--- config.mk ---
export PLATFORM = sky130hd
export DESIGN_NAME = irq_controller
export DESIGN_NICKNAME = d
export VERILOG_FILES = /design/src/rtl/irq_controller.sv
export SDC_FILE = /design/constraint.sdc
export NUM_CORES = 1
export LEC_CHECK = 0
export ABC_AREA = 1
export CORE_MARGIN = 3
export CORE_UTILIZATION = 48
export DETAILED_ROUTE_END_ITERATION = 10
export PLACE_DENSITY = 0.84
export SLEW_MARGIN = 10
export SYNTH_ARGS = -nofsm -noshare
export SYNTH_HDL_FRONTEND = slang
export SYNTH_SLANG_ARGS = --single-unit
--- constraint.sdc ---
create_clock -name clk -period 1.95 [get_ports clk]
set_clock_uncertainty 0.05 [all_clocks]
set_input_delay 0.195 -clock clk [delete_from_list [all_inputs] [get_ports clk]]
set_output_delay 0.195 -clock clk [all_outputs]
set_load 0.02 [all_outputs]
--- src/rtl/irq_controller.sv ---
// Machine external interrupt controller: synchronizes and edge-detects IRQ
// lines, arbitrates the lowest enabled index, and sequences trap/service/MRET.
module irq_controller #(
  parameter int NUM_IRQ     = 16,
  parameter int SYNC_STAGES = 2
) (
  input  logic               clk,
  input  logic               rst_n,
  input  logic [NUM_IRQ-1:0] irq_i,
  input  logic [31:0]        mie_i,
  input  logic               stall_i,
  input  logic               mret_i,
  output logic               trap_o,
  output logic [31:0]        mcause_o,
  output logic [NUM_IRQ-1:0] irq_ack_o,
  output logic               in_service_o
);

  typedef enum logic [1:0] {
    IDLE    = 2'd0,
    TRAP    = 2'd1,
    SERVICE = 2'd2
  } state_e;

  localparam logic [NUM_IRQ-1:0] ONE = NUM_IRQ'(1);
  localparam int WARM_W = SYNC_STAGES + 1;

  state_e             state_q, state_d;
  logic [3:0]         idx_q, idx_d;
  logic [31:0]        mcause_q, mcause_d;
  logic [NUM_IRQ-1:0] pending_q, pending_d;
  logic [NUM_IRQ-1:0] prev_q, prev_d;
  logic [NUM_IRQ-1:0] sync_q [SYNC_STAGES];
  logic [NUM_IRQ-1:0] sync_d [SYNC_STAGES];
  logic [WARM_W-1:0]  warm_q, warm_d;

  logic [NUM_IRQ-1:0] sync_out;
  logic [NUM_IRQ-1:0] edge_det;
  logic [NUM_IRQ-1:0] mie_en;
  logic [NUM_IRQ-1:0] elig;
  logic [NUM_IRQ-1:0] clr;
  logic [3:0]         win;
  logic               unused_mie;

  assign unused_mie = ^mie_i;
  assign mie_en     = mie_i[16 +: NUM_IRQ];
  assign sync_out   = sync_q[SYNC_STAGES-1];

  // Edges stay masked until the synchronizer and history hold real samples,
  // so a line already high at reset release is not seen as a new edge.
  assign edge_det = warm_q[WARM_W-1] ? (sync_out & ~prev_q) : '0;
  assign elig     = pending_q & mie_en;

  always_comb begin
    sync_d[0] = irq_i;
    for (int s = 1; s < SYNC_STAGES; s++) begin
      sync_d[s] = sync_q[s-1];
    end
    prev_d = sync_out;
    warm_d = {warm_q[WARM_W-2:0], 1'b1};
  end

  always_comb begin
    win = 4'd0;
    for (int i = NUM_IRQ - 1; i >= 0; i--) begin
      if (elig[i]) begin
        win = 4'(i);
      end
    end
  end

  always_comb begin
    state_d  = state_q;
    idx_d    = idx_q;
    mcause_d = mcause_q;
    clr      = '0;
    unique case (state_q)
      IDLE: begin
        if ((|elig) && !stall_i) begin
          state_d  = TRAP;
          idx_d    = win;
          mcause_d = 32'h8000_0010 + 32'(win);
        end
      end
      TRAP: begin
        state_d = SERVICE;
        clr     = ONE << idx_q;
      end
      SERVICE: begin
        if (mret_i) begin
          state_d = IDLE;
        end
      end
      default: state_d = IDLE;
    endcase
  end

  // A new edge in the TRAP cycle wins over the clear of the serviced line.
  assign pending_d = (pending_q & ~clr) | edge_det;

  always_ff @(posedge clk) begin
    if (!rst_n) begin
      state_q   <= IDLE;
      idx_q     <= 4'd0;
      mcause_q  <= 32'd0;
      pending_q <= '0;
      prev_q    <= '0;
      warm_q    <= '0;
      for (int s = 0; s < SYNC_STAGES; s++) begin
        sync_q[s] <= '0;
      end
    end else begin
      state_q   <= state_d;
      idx_q     <= idx_d;
      mcause_q  <= mcause_d;
      pending_q <= pending_d;
      prev_q    <= prev_d;
      warm_q    <= warm_d;
      for (int s = 0; s < SYNC_STAGES; s++) begin
        sync_q[s] <= sync_d[s];
      end
    end
  end

  always_comb begin
    trap_o       = (state_q == TRAP);
    in_service_o = (state_q != IDLE);
    mcause_o     = mcause_q;
    irq_ack_o    = trap_o ? (ONE << idx_q) : '0;
  end

endmodule

**Word level (Yosys, flattened, before mapping)**

Memories as Yosys holds them, arrays and structs flattened.
Index checks and enable logic that the tools add are counted.

- Shifts and indexed selects: 1
- Reductions and logical operators: 7
- Muxes and demuxes: 26
- Bitwise gates (word level): 8
- $add $sub $neg: 1
- Equality and inequality tests: 4

Operators with widths:

| kind | number |
|---|---|
| $mux W16 | 4 |
| $mux W4 | 16 |
| $and A16 B16 Y16 | 3 |
| $add A32 B4 Y32 const A | 1 |
| $not A16 Y16 | 2 |
| $or A16 B16 Y16 | 1 |
| $reduce_or A16 Y1 | 1 |
| $shl A1 B4 Y16 const A | 1 |
| $pmux W2 S3 | 1 |
| $mux W2 | 2 |
| $ne A2 B2 Y1 const B | 2 |
| $reduce_and A2 Y1 | 2 |
| $mux W1 | 3 |
| $eq A2 B1 Y1 const B | 1 |
| $eq A2 B2 Y1 const B | 1 |
| $logic_not A2 Y1 | 1 |
| $or A1 B1 Y1 | 2 |
| $reduce_bool A2 Y1 | 1 |
| $logic_and A1 B1 Y1 | 1 |
| $logic_not A1 Y1 | 1 |

- Memories: 1
- Flip-flop bits (word level): 73
- Memory bits (writable): 32
- Logic and storage cells: 55
- Output and inout bits: 50

Memories:

| memory | depth | width | rd ports | clocked after memory_dff | write ports | RTL line | text |
|---|---|---|---|---|---|---|---|
| sync_q | 2 | 16 | 2 | 0 | 2 | 33 | `logic [NUM_IRQ-1:0] sync_q [SYNC_STAGES];` |

**Depth between registers and ports, before layout**

- Depth in word-level cells: 18
- Depth in mapped cells: 18

**Worst setup path before layout**

Ideal clock, no wire load.

- Path type: reg-to-output
- Start point: register state_q[0]
- End point: output port irq_ack_o[10]
- Arrival: 1,412 ps
- Setup slack: 293 ps
- Required time: 1,705 ps
- Stages on the path, launching flop included: 8
- Path buffers: 1
- Cells stage by stage: dfxtp_1 inv_1 nor2_1 inv_1 nor2_1 inv_1 buf_2 nor2_1

- Longest elaborated chain between the ends: 2

RTL lines:

| element | RTL line | text |
|---|---|---|
| start, declared | 28 | `state_e state_q, state_d;` |
| start signal, assigned | 113 | `state_q <= state_d;` |
| $eq A2 B1 Y1 | 126 | `trap_o = (state_q == TRAP);` |
| net trap_o | 13 | `output logic trap_o,` |
| $mux W16 | 129 | `irq_ack_o = trap_o ? (ONE << idx_q) : '0;` |
| end, declared | 15 | `output logic [NUM_IRQ-1:0] irq_ack_o,` |

The timed path passes the listed nets, and every way through them passes these cells.

**Worst setup path after layout**

- Start point: register idx_q[2]
- End point: output port irq_ack_o[2]

- Longest elaborated chain between the ends: 2

RTL lines:

| element | RTL line | text |
|---|---|---|
| start, declared | 29 | `logic [3:0] idx_q, idx_d;` |
| start signal, assigned | 114 | `idx_q <= idx_d;` |
| $shl A1 B4 Y16 | 129 |  |
| $mux W16 | 129 |  |

Every way passes these cells.

==> results.txt <==
clock share of power: 0.397
register area share after synthesis: 0.5159
RSZ-0062 raised after global routing: false
Avg Vias per Cell: 4.556
CTS tree: built
max capacitance violation total: 0
top cell type's share of synthesized area: 0.5159
Final WS setup: 0.1363 ns
status: completed
die height: 83.35 um
sw power: 0.0006767 W
WHS Path Cells: 3
latest clock arrival within the worst-skew pair: 0.34 ns
count leader, synth: nand2_1
Combinational Power Share: 0.085
CTS buffer count: 9
Min-Delay Path Class: in -> reg
area grow syn2layout: 24.71%
Setup Viol. Count Final: 0
Site Rows: 27
Synth Area in Compound Gates: 0.07974
Reg power frac: 0.519
Reg clk slew, reported paths: 0.08 ns
synthesized instance count: 369
Int Pwr: 0.002388 W
width of the die: 83.35 um
Rel. slew slack: 0.5111
Startpoint Class: flip-flop
die area: 6946 um2
Num Clock Sinks: 74
number of global-route vias before repair: 2,001
IO buf count: 59
Post-Synth Adder-Cell Area: 0
Tcrit/Tclk final: 0.9301
register area: 1484 um2
Post-synth top flop: dfxtp_1
r2r setup slk: 0.49 ns
Core ar.: 5642 um2
Fill cells: 494
Hold Slack: 0.3318 ns
dpl cell area: 3415 um2
largest cells by area after synthesis: dfxtp_1 52%, nand2_1 12%, inv_1 8.0%, buf_4 7.1%, nand3b_1 4.4%
Leakage: 1.858 nW
DR WL/cell: 11.56 um
Routed WL: 5.804 mm
total power: 0.003065 W
multiplexer share of the synthesized area: 0
Fin. Hold Viols: 0
worst-margin pin slew: 0.7326 ns
Root Driver: clkbuf_8
FF-to-FF path depth: 10
Synth Area in Simple Gates: 0.2344
Final Max Tran Viols: 0
Iter 0 DRT Violations: 177
gr usage total: 0.1675
layout cell share with drive strength beyond 1: 0.09070
Via Count: 2,287
largest area contributor in the netlist: dfxtp_1
final net count: 478
largest net degree at the start of global routing: 54
Crit Path Class: reg -> out
post-route ant nets: 0
CP arrival: 1.57 ns
I/O pin count: 102
CP max FO: 6
Hold Buf Count CTS: 0
Async SR Flop Fraction: 0
worst-case vdd ir drop: 458.9 uV
Switching Fraction: 0.2208
Peak Freq: 0.5514 GHz
worst endpoint required time: 1.70 ns
initial antenna violation count: 0
Cell Pwr Density: 855.9 nW/um2
min cycle time layout: 1.814 ns
Post-synth EDFFs: 0
yosys warns: 0
starting density of the core: 0.5090
first-pass GRT wire length: 9.287 mm
GPL Wtd Cong: 0.8257
HPWL after DPL: 4.088 mm
clk buf depth: 2
remaining global-route overflow: 0
post-synthesis cell area: 2872 um2
top cells by count, synth: 91 x nand2_1, 74 x dfxtp_1, 61 x inv_1
H-tree levels: 3
Finished Core Util: 0.6347
Finished Cell Area: 3581 um2
Yosys cell types: 23
Multi-input gate area: 1017 um2
post-place setup slack: -0.005640 ns
diodes inserted: 0
element type at the critical path end: primary output
Post-Syn Area per Cell: 7.782 um2
Initial DRT Pass Iterations: 5
drt drc: 0
largest family of logic cells by synthesized area: simple AND/OR/NAND/NOR gates
XOR/XNOR Fraction of Synth Area: 0
register bit total from synthesis: 74
per-stage QoR:
stage / std cells / setup TNS, ns
after floorplan: 394 / 0
after global placement: 487 / 0
after detailed placement: 487 / -0.009218
after CTS: 502 / 0
after global routing: 502 / 0
final: 502 / 0
kinds of logic (layout without fill, tap and decap cells):
kind of cell,after synthesis,count (layout)
simple gates,151,151
buf+inv,101,137
flops,74,74
other cells,1,26
compound gates,42,42
cells in the final DEF (no fill, tap or decap):
cell,instances
o31ai_1,2
clkbuf_1,3
a21oi_2,2
nor2_1,24
nand2_4,1
nor3_1,1
nand3b_1,17
nand3_1,7
a21oi_1,18
conb_1,26
clkbuf_2,8
dlygate4sd2_1,7
nor2_4,1
nor3_4,1
nor2_2,5
inv_1,60
clkinv_2,1
o21ai_0,17
a211oi_1,1
inv_2,2
o21bai_1,1
nand4_1,1
dfxtp_1,72
bufinv_16,2
clkbuf_8,9
buf_12,1
buf_2,1
dfxtp_2,2
nand2_2,3
a31oi_1,1
nand2_1,90
clkdlybuf4s50_1,43
state kept, by name, summed over array words and instances, names as in the netlist:
name and cells:
warm_q 3, mcause_o 2, sync_q 32, prev_q 16
idx_q 3, state_q 2, pending_q 16
metal layers:
metal	GRT usage	wire, um	up-vias
met4	0.08767	132	0
met2	0.2704	2803	104
met1	0.2038	2394	995
met5	0	0	-
li1	-	-	1174
met3	0.04464	474	14
power by group through the flow:
stage / registers, W / logic, W / clock network, W
floorplan: 0.00162 / 0.000186 / 0
global placement: 0.00162 / 0.000253 / 0
detailed placement: 0.00162 / 0.000256 / 0
CTS: 0.00159 / 0.000258 / 0.00124
global route: 0.00159 / 0.000285 / 0.00130
finish: 0.00159 / 0.000259 / 0.00122
worst max-delay path, cell delays in order (launching register included):
cell and delay (ns):
dfxtp_1 0.36, inv_1 0.16, nand3_1 0.21, nor2_1 0.15
dlygate4sd2_1 0.34
path summary, 6_finish.rpt:
check,startpoint,endpoint
max reg2reg,pending_q[1],mcause_o[3]
min,irq_i[12],sync_q[0][12]
max,idx_q[2],irq_ack_o[2]
min reg2reg,sync_q[0][13],sync_q[0][29]
what timing repair did:
item / in CTS / in global routing
gates resized for setup: 27 / 16
pin swaps: 0 / 0
setup endpoints to repair: 16 / 9
setup buffers: 0 / 0
cell type report:
cell class,count,share of cell area
sequential,74,0.4144
clock buffer,12,0.03774
inverter,62,0.06499
tap,72,0.02516
clock inverter,3,0.01817
multi-input combinational,219,0.2841
timing repair buffer,60,0.1555
(Power assumes the default switching activity.)
